$ cat src/rtl/uart_lite_pkg.sv
`default_nettype none
// ============================================================================
// Module   : uart_lite_pkg
// Purpose  : Shared parity-mode constants, receiver FSM encodings and helpers.
// Revision : 1.0
// ============================================================================
package uart_lite_pkg;

    localparam int PAR_NONE = 0;
    localparam int PAR_ODD  = 1;
    localparam int PAR_EVEN = 2;

    localparam logic [2:0] ST_IDLE  = 3'd0;
    localparam logic [2:0] ST_START = 3'd1;
    localparam logic [2:0] ST_DATA  = 3'd2;
    localparam logic [2:0] ST_PAR   = 3'd3;
    localparam logic [2:0] ST_STOP  = 3'd4;

    function automatic logic maj3(input logic a, input logic b, input logic c);
        return (a & b) | (a & c) | (b & c);
    endfunction

endpackage
`default_nettype wire

$ cat src/rtl/uart_sync.sv
`default_nettype none
// ============================================================================
// Module   : uart_sync
// Purpose  : Two-flop synchronizer with a selectable reset value.
// Revision : 1.0
// ============================================================================
module uart_sync #(
    parameter logic RST_VAL = 1'b1
) (
    input  logic clk_i,
    input  logic rst_i,
    input  logic i_d,
    output logic o_q
);

    logic r_meta;
    logic r_sync;

    always_ff @(posedge clk_i) begin
        if (rst_i) begin
            r_meta <= RST_VAL;
            r_sync <= RST_VAL;
        end else begin
            r_meta <= i_d;
            r_sync <= r_meta;
        end
    end

    assign o_q = r_sync;

endmodule
`default_nettype wire

$ cat src/rtl/frame_recovery.sv
`default_nettype none
// ============================================================================
// Module   : frame_recovery
// Purpose  : Oversampled asynchronous serial frame receiver with majority vote,
//            parity, framing and break detection.
// Revision : 1.0
// ============================================================================
module frame_recovery
    import uart_lite_pkg::*;
#(
    parameter int OVERSAMPLING = 16,
    parameter int DATA_BITS    = 8,
    parameter int PARITY       = 0,
    parameter int STOP_BITS    = 1
) (
    input  logic                 clk_i,
    input  logic                 rst_i,
    input  logic                 rx_i,
    output logic [DATA_BITS-1:0] data_o,
    output logic                 valid_o,
    output logic                 frame_err_o,
    output logic                 parity_err_o,
    output logic                 break_o
);

    localparam int c_CW = $clog2(OVERSAMPLING);
    localparam int c_IW = $clog2(DATA_BITS);
    localparam int c_M  = OVERSAMPLING / 2;

    localparam logic [c_CW-1:0] c_CNT_LAST = c_CW'(OVERSAMPLING - 1);
    localparam logic [c_CW-1:0] c_CNT_M0   = c_CW'(c_M - 1);
    localparam logic [c_CW-1:0] c_CNT_M    = c_CW'(c_M);
    localparam logic [c_CW-1:0] c_CNT_DEC  = c_CW'(c_M + 1);
    localparam logic [c_IW-1:0] c_IDX_LAST = c_IW'(DATA_BITS - 1);

    logic                 w_rx_s;
    logic                 r_rx_prev;
    logic [2:0]           r_state;
    logic [c_CW-1:0]      r_cnt;
    logic [c_IW-1:0]      r_bit_idx;
    logic                 r_stop_idx;
    logic                 r_s_a;
    logic                 r_s_b;
    logic [DATA_BITS-1:0] r_shift;
    logic                 r_par_bit;
    logic                 r_stop_err;
    logic                 r_any_one;

    logic [DATA_BITS-1:0] r_data;
    logic                 r_valid;
    logic                 r_frame_err;
    logic                 r_parity_err;
    logic                 r_break;

    logic w_vote;
    logic w_dec;
    logic w_wrap;
    logic w_fall;
    logic w_last_stop;
    logic w_frame_err;
    logic w_any;
    logic w_par_calc;
    logic w_parity_err;

    uart_sync #(
        .RST_VAL (1'b1)
    ) u_sync (
        .clk_i (clk_i),
        .rst_i (rst_i),
        .i_d   (rx_i),
        .o_q   (w_rx_s)
    );

    // Two earlier samples are held so the third arrives live on the decision cycle.
    assign w_vote      = maj3(r_s_a, r_s_b, w_rx_s);
    assign w_dec       = (r_cnt == c_CNT_DEC);
    assign w_wrap      = (r_cnt == c_CNT_LAST);
    assign w_fall      = r_rx_prev & ~w_rx_s;
    assign w_last_stop = (STOP_BITS == 1) ? 1'b1 : r_stop_idx;
    assign w_frame_err = r_stop_err | ~w_vote;
    assign w_any       = r_any_one | w_vote;
    assign w_par_calc  = (^r_shift) ^ r_par_bit;

    always_comb begin
        w_parity_err = 1'b0;
        if (PARITY == PAR_ODD) begin
            w_parity_err = ~w_par_calc;
        end else if (PARITY == PAR_EVEN) begin
            w_parity_err = w_par_calc;
        end else if (PARITY == PAR_NONE) begin
            w_parity_err = 1'b0;
        end
    end

    always_ff @(posedge clk_i) begin
        if (rst_i) begin
            r_rx_prev    <= 1'b1;
            r_state      <= ST_IDLE;
            r_cnt        <= '0;
            r_bit_idx    <= '0;
            r_stop_idx   <= 1'b0;
            r_s_a        <= 1'b1;
            r_s_b        <= 1'b1;
            r_shift      <= '0;
            r_par_bit    <= 1'b0;
            r_stop_err   <= 1'b0;
            r_any_one    <= 1'b0;
            r_data       <= '0;
            r_valid      <= 1'b0;
            r_frame_err  <= 1'b0;
            r_parity_err <= 1'b0;
            r_break      <= 1'b0;
        end else begin
            r_valid   <= 1'b0;
            r_rx_prev <= w_rx_s;

            if (r_cnt == c_CNT_M0) r_s_a <= w_rx_s;
            if (r_cnt == c_CNT_M)  r_s_b <= w_rx_s;

            if (r_state != ST_IDLE) begin
                r_cnt <= w_wrap ? '0 : r_cnt + 1'b1;
            end

            case (r_state)
                ST_IDLE: begin
                    // Edge-based arming: a line left low after a frame never restarts.
                    if (w_fall) begin
                        r_state    <= ST_START;
                        r_cnt      <= '0;
                        r_bit_idx  <= '0;
                        r_stop_idx <= 1'b0;
                        r_stop_err <= 1'b0;
                        r_any_one  <= 1'b0;
                        r_par_bit  <= 1'b0;
                    end
                end
                ST_START: begin
                    if (w_dec && w_vote) begin
                        r_state <= ST_IDLE;
                        r_cnt   <= '0;
                    end else if (w_wrap) begin
                        r_state <= ST_DATA;
                    end
                end
                ST_DATA: begin
                    if (w_dec) begin
                        r_shift   <= {w_vote, r_shift[DATA_BITS-1:1]};
                        r_any_one <= w_any;
                    end
                    if (w_wrap) begin
                        if (r_bit_idx == c_IDX_LAST) begin
                            r_state <= (PARITY != PAR_NONE) ? ST_PAR : ST_STOP;
                        end else begin
                            r_bit_idx <= r_bit_idx + 1'b1;
                        end
                    end
                end
                ST_PAR: begin
                    if (w_dec) begin
                        r_par_bit <= w_vote;
                        r_any_one <= w_any;
                    end
                    if (w_wrap) begin
                        r_state <= ST_STOP;
                    end
                end
                ST_STOP: begin
                    if (w_dec) begin
                        if (w_last_stop) begin
                            r_data       <= r_shift;
                            r_frame_err  <= w_frame_err;
                            r_parity_err <= w_parity_err;
                            r_break      <= ~w_any;
                            r_valid      <= 1'b1;
                            r_state      <= ST_IDLE;
                            r_cnt        <= '0;
                        end else begin
                            r_stop_err <= w_frame_err;
                            r_any_one  <= w_any;
                        end
                    end
                    if (w_wrap) begin
                        r_stop_idx <= 1'b1;
                    end
                end
                default: begin
                    r_state <= ST_IDLE;
                    r_cnt   <= '0;
                end
            endcase
        end
    end

    assign data_o       = r_data;
    assign valid_o      = r_valid;
    assign frame_err_o  = r_frame_err;
    assign parity_err_o = r_parity_err;
    assign break_o      = r_break;

endmodule
`default_nettype wire

$ cat config.mk
export PLATFORM = sky130hd
export DESIGN_NAME = frame_recovery
export DESIGN_NICKNAME = d
export VERILOG_FILES = /design/src/rtl/uart_lite_pkg.sv /design/src/rtl/uart_sync.sv /design/src/rtl/frame_recovery.sv
export SDC_FILE = /design/constraint.sdc
export NUM_CORES = 1
export LEC_CHECK = 0
export ABC_AREA = 1
export CORE_MARGIN = 4
export CORE_UTILIZATION = 40
export DETAILED_ROUTE_END_ITERATION = 6
export PLACE_DENSITY = 0.63
export RECOVER_POWER = 50
export SLEW_MARGIN = 10
export SYNTH_ARGS = -nofsm -noshare
export SYNTH_HDL_FRONTEND = slang
export SYNTH_SLANG_ARGS = --single-unit
$ cat constraint.sdc
create_clock -name clk_i -period 1.9 [get_ports clk_i]
set_clock_uncertainty 0.15 [all_clocks]
set_input_delay 0.38 -clock clk_i [delete_from_list [all_inputs] [get_ports clk_i]]
set_output_delay 0.38 -clock clk_i [all_outputs]
set_load 0.1 [all_outputs]
# Yosys cells after proc, flatten, opt, wreduce, memory -nomap -nowiden
# Cells that the tools add are included.
[totals]
regBits = 35
mem_bits_rw = 0
latch_bits = 0
rom_bits = 0
elab_cells = 78
memories = 0
input_bits = 3
[op_classes]
add_sub_neg = 2
n_div = 0
n_mux = 22
order_cmp = 0
eq_ne = 17
multipliers = 0
bitwise = 11
n_reduce_logical = 12
shifts = 0
[op_table]
columns = ["cell", "count"]
rows = [
  ["two-way mux 3 bit", 10],
  ["two-way mux 4 bit", 5],
  ["one-hot mux 4 bit (4 select lines)", 1],
  ["one-hot mux 3 bit (5 select lines)", 1],
  ["equality test 4 bit, second input constant", 3],
  ["!= test 2 bit, second input constant", 6],
  ["equality test 3 x 2 -> 1 bit, second input constant", 2],
  ["equality test 3 bit, second input constant", 2],
  ["one-hot mux 3 bit (2 select lines)", 1],
  ["AND reduction 6 bit", 1],
  ["adder 4 x 1 -> 4 bit, second input constant", 1],
  ["bitwise AND 1 bit", 4],
  ["equality test 4 x 3 -> 1 bit, second input constant", 1],
  ["inverter 1 bit", 4],
  ["AND reduction 2 bit", 2],
  ["AND reduction 4 bit", 1],
  ["nonzero test 2 bit", 2],
  ["OR reduction 2 bit", 2],
  ["adder 3 x 1 -> 3 bit, second input constant", 1],
  ["equality test 3 x 1 -> 1 bit, second input constant", 1],
  ["zero test 3 bit", 1],
  ["two-way mux 1 bit", 3],
  ["!= test 3 bit, second input constant", 1],
  ["bitwise OR 1 bit", 3],
  ["other kinds (5)", 5],
]

# Longest topological paths before layout
# Gate-level depths: netlist of the first run.
[logic_depth]
word_depth = 6
ltp_mapped = 11
ltp_nobuf = 11

# Modules after synthesis
# A second synthesis of the first run with hierarchy kept.
[unflattened]
hier_cells = 215
hier_area_um2 = 1647.8
[by_module_without_submodules]
columns = ["module", "area_each_um2", "instances", "cells_per_inst", "seq_area_each_um2"]
rows = [
  ["frame_recovery", 1589.0, 1, 208, 660.6],
  ["uart_sync", 58.8, 1, 7, 40.0],
]

# Worst setup path before layout of the first run
# Ideal clock, no wire load.
[synth_path]
path_type = "reg-to-reg"
from = "register r_cnt[0]"
to = "register r_state[1]"
setup_ns = 0.115
setup_slack_ns = 0.424
path_stages_with_launch = 11
required_time_ns = 1.635
n_path_buf = 0
arrival_ns = 1.211
path_cell_list = "dfxtp_1 > ha_1 > nand3_4 > inv_1 > nand2_1 > nand2_1 > nand2_1 > nand2_1 > nand3_1 > nand2_1 > nor2_1"
[synth_via]
elab_chain_len = 4
[synth_rtl]
columns = ["item", "line_no", "text"]
rows = [
  ["start, declared", "frame_recovery.sv:39", "logic [c_CW-1:0] r_cnt;"],
  ["start signal, assigned", "frame_recovery.sv:121", "r_cnt <= w_wrap ? '0 : r_cnt + 1'b1;"],
  ["equality test 4 bit", "frame_recovery.sv:76", "assign w_dec = (r_cnt == c_CNT_DEC);"],
  ["logical AND 1 bit", "frame_recovery.sv:138", "if (w_dec && w_vote) begin"],
  ["!= test 3 bit (no line) or two-way mux 3 bit (tied branches)", "--", ""],
  ["AND reduction 6 bit (no line) or one-hot mux 3 bit (5 select lines) (tied branches)", "--", ""],
  ["end signal, assigned", "frame_recovery.sv:152", "r_state <= (PARITY != PAR_NONE) ? ST_PAR : ST_STOP;"],
  ["end, declared", "frame_recovery.sv:38", "logic [2:0] r_state;"],
]
# Parallel ways exist; a longest one is shown, timed or not.
# A chain may end at the register's enable or synchronous reset.

# Worst setup path after layout of the first run
[layout_path]
from = "register r_cnt[0]"
to = "register r_cnt[2]"
[layout_via]
elab_chain_len = 5
[layout_rtl]
columns = ["item", "line_no", "text"]
rows = [
  ["adder 4 x 1 -> 4 bit or equality test 4 bit (tied branches)", "frame_recovery.sv:121, frame_recovery.sv:77", ""],
  ["two-way mux 4 bit", "frame_recovery.sv:121", ""],
  ["two-way mux 4 bit", "frame_recovery.sv:120", "if (r_state != ST_IDLE) begin"],
  ["two-way mux 4 bit, on equally long branches", "frame_recovery.sv:168, frame_recovery.sv:127, frame_recovery.sv:138", ""],
  ["one-hot mux 4 bit (4 select lines) (*)", "frame_recovery.sv:124", "case (r_state)"],
]
# Mark *: on every way between the ends. The rest lies on a longest branch, timed or not.

==> flow_summary.yaml, run 1 <==
pwr:
  vdd_drop_max_mv: 0.498
  pwr-share-seq_pct: 41.1
  p_leak_nw: 0.785
  internal_power_mw: 1.39
  switching_power_mw: 0.645
  pwr_density_cell_mw_per_mm2: 1150
  swShare_pct: 31.7
  clock_power_share_pct: 33.5
  pwr-share-comb_pct: 25.4
global_routing:
  grt_use_total_pct: 13.0
  gr-total-overflow: 0
  antenna_found_initial: 0
  grt_pass1_vias: 1155
  grt_max_degree: 22
  grt_pass1_wl_mm: 5.20
worst_setup_path:
  crit_path_end_kind: "register"
  r2r_setup_slack_ps: 200
  r2r_end: "r_cnt[2]$_SDFF_PP0_"
  cpLargestDelayFamily: "simple AND/OR/NAND/NOR gates"
  r2r_cells: 8
  cp.arrival_ps: 1710
  cp_num_buf_inv: 1
  cp_max_fo: 6
  cp_cell_sequence: "ha_1, nand3_4, inv_1, nand2_1, nand2_1, nand3_1, o21ai_0, a21boi_0"
  crit_cells: 8
  path_class: "register to register"
  crit_path_top_delay_cell: "dfxtp_1"
  critical_path_required_ps: 1910
  startpoint_type: "register"
  cp_common_cell: "nand2_1"
  r2r-start: "r_cnt[0]$_SDFF_PP0_"
  critPathLaunch: "r_cnt[0]$_SDFF_PP0_"
  crit_path_max_incr_delay_ps: 430
  crit_end: "r_cnt[2]$_SDFF_PP0_"
clock_network:
  cts_buffers: 5
  cts_root_buffer: "clkbuf_8"
  cts_resized: 0
  clk_path_buf_depth: 2
  cts_tree: "done"
  cts.clk_slew.worst_paths_ps: 70
  clkLatencyLatePin_ps: 280
  clock_sinks: 35
  htree_levels: 2
  post_cts_buffers: 0
  hold_buffers: 0
hold_path:
  min_from: "u_sync.r_meta$_SDFF_PP1_"
  min_path_type: "register to register"
synth:
  synth_enable_flop_cells: 0
  syn_inst: 203
  synthFlopType: "dfxtp_1"
  synth_nets: 211
  syn-cell-area_sq_mm: 0.00153
  synth.distinct_cells: 26
  ys_seq_area_share_pct: 45.7
  ys_ff_latch: 35
  avgSynthCellArea_sq_um: 7.56
  ys_warn_count: 0
  synth-async-reset-ratio_pct: 0
job:
  max_cap_violations: 0
place:
  port_buffers: 13
  dp_hpwl_mm: 2.11
  dp.cells: 261
  gp_congestion: 0.851
sta:
  setup_tns_ps: 0
  fmax_mhz: 588
  period_share_pct: 89.4
  rsz0062_at_grt: "no"
  worstMarginPinSlew_ps: 545
  timing.slew.headroom_pct: 63.8
  maxSlewViolCount: 0
  setup_viol: 0
  fin_crit_ps: 1700
  report.final.hold_viol_count: 0
die:
  die_y_microns: 69.9
  initial_core_util_pct: 41.6
  fp.dieW_microns: 69.9
  io_pins: 15
  dieArea_sq_mm: 0.00489
  core_sq_mm: 0.00369
  rows: 22
route:
  post-route-drc-count: 0
  wl_per_cell_microns: 11.2
  drt_iter0_markers: 63
  ant_nets: 0
  wl_mm: 3.01
  vias: 1283
  firstDrtPassIters: 4
  viasPerCell: 4.77
cells_and_area:
  areaGrowthSynthToFinish_pct: 15.3
  final_common_cell: "nor2_1"
  nNetsFinal: 228
  mostFrequentLayoutCells: "nor2_1 (41), dfxtp_1 (35), nand2_1 (30), o21ai_0 (25), inv_1 (15)"
  fillers: 378
  drive_above_1_share_pct: 16.3
  antenna_cells: 0
  final_cells: 269
outcome:
  outcome: "finished clean"
## power groups by stage
stage          Sequential [mW]  Combinational, mW  Clock [mW]
6_report                 0.835              0.516       0.681
5_1_grt                  0.842              0.592       0.731
4_1_cts                  0.834              0.520       0.703
3_5_place_dp             0.851              0.515           0
3_3_place_gp             0.849              0.508           0
2_1_floorplan            0.839              0.424           0
## worst min path at each step
| stage | endpoint | slack [ps] | cells past startpoint |
|---|---|---|---|
| 3_5_place_dp | u_sync.o_q$_SDFF_PP1_ | 280 | 1 |
| 3_3_place_gp | u_sync.o_q$_SDFF_PP1_ | 270 | 1 |
| 4_1_cts | u_sync.o_q$_SDFF_PP1_ | 300 | 1 |
| 6_report | u_sync.o_q$_SDFF_PP1_ | 290 | 1 |
| 5_1_grt | u_sync.o_q$_SDFF_PP1_ | 300 | 1 |
| 2_1_floorplan | u_sync.o_q$_SDFF_PP1_ | 240 | 1 |
## layer usage
metal	part of all wire (%)	GRT usage, %
met4	1.3	3.83
met5	0	0
met3	3.4	4.32
met1	52	16.7
met2	43	20.8
## logic make-up after synthesis
group / synth area share [%]
simple gates: 27.7
compound gates: 16.0
flops: 45.7
buf+inv: 6.28
fa+ha+maj: 4.08
other cells: 0.244
## through the flow
step	power (mW)	cell area [sq um]	setup WS [ps]	util [%]	hold slack, ps
final	2.03	1770	200	48.0	287
after global routing	2.17	1770	27.1	48.0	303
after CTS	2.06	1940	205	52.6	297
after detailed placement	1.37	1820	222	49.5	276
after global placement	1.36	1820	261	49.5	269
after floorplan	1.26	1530	424	-	239
## cell usage after synthesis (3+ instances only)
library cell	instances	area, sq um
or2_2	3	18.8
inv_1	15	56.3
nor2_1	41	154
nand2_1	30	113
nand3_1	7	35.0
a21oi_1	13	65.1
dfxtp_1	35	701
ha_1	5	62.6
o21ai_1	3	15.0
o21ai_0	25	125
nand2_2	4	25.0
## final cells by class
class	count	area, sq um	area share (%)
multi-input cells	145	737	41.7
inverters	17	63.8	3.61
clock inverters	2	35.0	1.98
flip-flops and latches	35	701	39.6
clock buffers	6	82.6	4.67
well taps	48	60.1	3.39
repair buffers	16	90.1	5.09
## sequential cells by signal, summed over array words and instances (netlist names)
signal and cells:
r_state 3, r_s_b 1, u_sync.o_q 1, break_o 1
r_shift 8, r_cnt 4, u_sync.r_meta 1, r_rx_prev 1
frame_err_o 1, r_s_a 1, valid_o 1, data_o 8
r_any_one 1, r_bit_idx 3
Note: power is estimated with default switching activity, not from simulation.
==> inputs of run 2 (changes only) <==
Settings changed: PLACE_DENSITY 0.63 to 0.66, SLEW_MARGIN 10 to 40.
Clock period 1.9 ns to 1.5 ns, I/O delays scaled along.
==> run 2 against run 1 <==
Compared with the run above:
- the run now ends with setup timing left
- first-iteration DRC count rose by 100%
- routed wire length rose by 21%
- total power rose by 45%
- maximum frequency rose by 12%
- sequential power rose by 28%
- final cell count rose by 11%
- highest routed layer unchanged
==> flow_summary.yaml, run 2 (synthesis gave the netlist of run 1 again) <==
outcome:
  outcome: "finished with violations"
  violations: "setup timing"
route:
  viasPerCell: 4.86
  wl_mm: 3.63
  highest_layer: "met4"
  wl_per_cell_microns: 12.1
  drt_iter0_markers: 126
  firstDrtPassIters: 4
  met2_length_mm: 1.69
  wl_met1_mm: 1.73
  wl_met3_microns: 165
  ant_nets: 0
  vias: 1454
  post-route-drc-count: 0
cells_and_area:
  nNetsFinal: 258
  final_cells: 299
  final_common_cell: "nor2_1"
  final_core_util_pct: 63.2
  multi_input_area_sq_um: 870
  regArea_sq_um: 712
  areaGrowthSynthToFinish_pct: 52.0
  fillers: 300
  mostFrequentLayoutCells: "nor2_1 (41), dfxtp_1 (28), buf_4 (27), nand2_1 (22), o21ai_0 (14)"
  antenna_cells: 0
  drive_above_1_share_pct: 41.0
worst_setup_path:
  cp_max_fo: 4
  critical_path_required_ps: 1570
  cp.arrival_ps: 1590
  cp_cell_sequence: "inv_2, ha_4, nand3_4, nand2_2, nand2_1, nor2_4, nand3_2, a21oi_2"
  crit_path_end_kind: "register"
  crit_path_top_delay_cell: "dfxtp_2"
  startpoint_type: "register"
  crit_path_max_incr_delay_ps: 320
  cpLargestDelayFamily: "simple AND/OR/NAND/NOR gates"
  path_class: "register to register"
  cp_num_buf_inv: 1
clock_network:
  clk_path_buf_depth: 2
  clock_sinks: 35
  hold_buffers: 0
  cts_buffers: 5
  clkLatencyLatePin_ps: 290
  htree_levels: 2
  cts_root_buffer: "clkbuf_8"
  cts.clk_slew.worst_paths_ps: 70
  cts_tree: "done"
pwr:
  finalPower_mw: 2.94
  vdd_drop_max_mv: 0.761
  pwr_density_cell_mw_per_mm2: 1260
  p_leak_nw: 1.01
die:
  initial_core_util_pct: 41.6
  rows: 22
  die_y_microns: 69.9
  core_sq_mm: 0.00369
  io_pins: 15
  dieArea_sq_mm: 0.00489
  fp.dieW_microns: 69.9
job:
  max_cap_violations: 0
place:
  dp.cells: 289
  port_buffers: 13
  dp_hpwl_mm: 2.40
  gp_congestion: 0.882
sta:
  setup_viol: 4
  maxSlewViolCount: 0
  finalWorstSetupSlack_ps: -16.8
  setup_tns_ps: -47.0
  rsz0062_at_grt: "yes"
  period_share_pct: 101
  whs_ps: 277
  fin_crit_ps: 1520
  report.final.hold_viol_count: 0
  fmax_mhz: 659
global_routing:
  grt_max_degree: 22
  grt_use_total_pct: 15.0
  gr-total-overflow: 0
  grt_pass1_wl_mm: 5.95
  grt_pass1_vias: 1336
  antenna_found_initial: 0
hold_path:
  min_path_type: "register to register"
[run 2: cell count changes in the layout (fill, tap and decap cells not counted), sizes merged]
| cell | before | now |
|---|---|---|
| clkdlybuf4s50 | 1 | 2 |
| clkinv | 1 | 2 |
| clkbuf | 19 | 5 |
| dlygate4sd3 | 1 | 0 |
| buf | 1 | 44 |
[run 2: per-layer routing]
layer | GRT usage (%) | vias up
li1 | - | 748
met1 | 19.7 | 676
met2 | 23.3 | 26
met3 | 3.45 | 4
met4 | 7.02 | 0
met5 | 0 | -
[run 2: power breakdown]
group | internal (mW) | switching (mW) | total [mW]
combinational | 0.428 | 0.596 | 1.02
clock | 0.495 | 0.351 | 0.846
sequential | 1.01 | 0.0669 | 1.07
[run 2: cell type report]
class / count / share of cell area [%]
Multi-Input combinational cell: 145 / 37.3
Sequential cell: 35 / 30.5
Timing Repair Buffer: 46 / 21.9
Clock buffer: 5 / 2.95
Inverter: 17 / 2.84
Tap cell: 48 / 2.58
Clock inverter: 3 / 1.88
[run 2: worst paths after layout]
path                             from                       to  slack (ps)  depth (start not counted)
max reg2reg       r_cnt[1]$_SDFF_PP0_  r_state[0]$_SDFFE_PP0P_         -20                          8
max               r_cnt[1]$_SDFF_PP0_  r_state[0]$_SDFFE_PP0P_         -20                          8
min          u_sync.r_meta$_SDFF_PP1_    u_sync.o_q$_SDFF_PP1_         280                          1
min reg2reg  u_sync.r_meta$_SDFF_PP1_    u_sync.o_q$_SDFF_PP1_         280                          1
[run 2: what timing repair did]
action,CTS,global route
gates resized for setup,12,49
setup buffers,0,3
endpoints found under the hold margin,0,0
setup endpoints to repair,23,28
pin swaps,2,11
[run 2: metrics by stage]
step,setup WS [ps],instance area (sq um)
finish,-16.8,2330
floorplan,24.1,1530
detailed placement,-144,2030
global placement,-110,2030
CTS,-13.6,2170
global route,-119,2330
==> inputs of run 3 (changes only) <==
Settings changed: CAP_MARGIN from default to 20, CORE_UTILIZATION 40 to 50, PLACE_DENSITY 0.66 to 0.78.
==> run 3 against run 2 <==
Compared with the run above:
- register-to-register slack got worse by 90 ps
- sequential share of layout area rose by 2.2 points
- critical path depth shrank 2
- global-route usage is 4.2 points higher
- critical path type unchanged
- sequential power about the same
- largest cell class unchanged
- clock power is 17% lower
- flip-flop and latch count unchanged
- the run still ends with setup timing left
- first-iteration DRC count down 33%
==> flow_summary.yaml, run 3 (synthesis gave the netlist of run 1 again) <==
global_routing:
  gr-total-overflow: 0
  grt_max_degree: 22
  grt_use_total_pct: 19.2
  grt_pass1_vias: 1353
  grt_pass1_wl_mm: 5.94
  antenna_found_initial: 0
clock_network:
  htree_levels: 2
  clkLatencyLatePin_ps: 360
  cts_root_buffer: "clkbuf_4"
  cts_tree: "done"
  cts_buffers: 5
  hold_buffers: 0
  clock_sinks: 35
  cts.clk_slew.worst_paths_ps: 110
  clk_path_buf_depth: 2
hold_path:
  min_path_type: "register to register"
cells_and_area:
  final_cells: 273
  drive_above_1_share_pct: 37.2
  mostFrequentLayoutCells: "nor2_1 (41), dfxtp_1 (28), nand2_1 (25), buf_4 (20), o21ai_0 (13)"
  nNetsFinal: 249
  fillers: 177
  final_common_cell: "nor2_1"
  areaGrowthSynthToFinish_pct: 43.1
  antenna_cells: 0
job:
  max_cap_violations: 0
place:
  pre_cts_slack_ps: -76.8
  dp_hpwl_mm: 2.40
  gp_congestion: 0.933
  dp.cells: 264
  port_buffers: 13
worst_setup_path:
  critical_path_required_ps: 1600
  crit_path_end_kind: "register"
  cp_max_fo: 5
  path_class: "register to register"
  startpoint_type: "register"
  cp.arrival_ps: 1710
pwr:
  p_leak_nw: 0.955
  pwr_density_cell_mw_per_mm2: 1250
  vdd_drop_max_mv: 0.836
route:
  drt_iter0_markers: 84
  vias: 1484
  wl_per_cell_microns: 13.9
  ant_nets: 0
  wl_mm: 3.79
  post-route-drc-count: 0
  viasPerCell: 5.44
  firstDrtPassIters: 4
sta:
  fmax_mhz: 621
  fin_crit_ps: 1610
  setup_viol: 5
  report.final.hold_viol_count: 0
  period_share_pct: 107
  whs_ps: 300
  finalWorstSetupSlack_ps: -111
  timing.slew.headroom_pct: 67.1
  maxSlewViolCount: 0
  rsz0062_at_grt: "yes"
  worstMarginPinSlew_ps: 488
die:
  io_pins: 15
  initial_core_util_pct: 53.8
  fp.dieW_microns: 63.4
  rows: 19
  die_y_microns: 63.4
  dieArea_sq_mm: 0.00402
  core_sq_mm: 0.00285
outcome:
  outcome: "finished with violations"
  violations: "setup timing"
run 3: changes by cell type in the layout (fill, tap and decap cells not counted), sizes merged:
cell	before	now
dlygate4sd3	0	1
clkdlybuf4s50	2	1
buf	44	35
run 3: worst paths after layout:
kind / start / endpoint / slack [ps] / cells after the start
max reg2reg: r_state[1]$_SDFFE_PP0P_ / r_state[1]$_SDFFE_PP0P_ / -110 / 6
min: u_sync.r_meta$_SDFF_PP1_ / u_sync.o_q$_SDFF_PP1_ / 300 / 1
max: r_state[1]$_SDFFE_PP0P_ / r_state[1]$_SDFFE_PP0P_ / -110 / 6
min reg2reg: u_sync.r_meta$_SDFF_PP1_ / u_sync.o_q$_SDFF_PP1_ / 300 / 1
run 3: metal layers:
layer	wire length, microns	up-vias	share of wire, %	track usage (%)
met5	0	-	0	0
met4	106	0	2.8	8.63
met3	247	17	6.5	6.75
met2	1930	69	51	32.6
met1	1500	659	40	21.5
li1	-	739	-	-
run 3: cell type report:
type	count	area (sq um)	share of cell area (%)
inverters	17	66.3	3.02
well taps	31	38.8	1.77
flip-flops and latches	35	719	32.8
multi-input cells	145	846	38.5
clock buffers	5	37.5	1.71
repair buffers	37	444	20.2
clock inverters	3	43.8	1.99
run 3: timing repair:
action                     in CTS  in global routing
buffers inserted                1                  0
setup endpoints to repair      27                 29
gates resized for setup        29                 29
cloned                          0                  0
pin swaps                       7                  5
run 3: power by group:
group / switching, mW / internal [mW]
logic: 0.562 / 0.372
registers: 0.0839 / 1.01
clock network: 0.355 / 0.350
run 3: worst max-delay path, cell delays in order (launching register included):
cell	delay, ps
dfxtp_4	390
nor3_2	350
nand2_2	150
nand2_1	150
nor2_4	70
a21oi_1	180
nor2_1	80
run 3: metrics by stage:
step | util, % | total power, mW | cell area (sq um) | TNS [ps]
after CTS | 74.3 | 2.61 | 2120 | -7.32
final | 77.0 | 2.73 | 2200 | -190
after global routing | 77.0 | 2.88 | 2200 | -1760
after global placement | 68.9 | 1.80 | 1970 | -90.9
after floorplan | - | 1.60 | 1530 | 0
after detailed placement | 68.9 | 1.83 | 1970 | -667
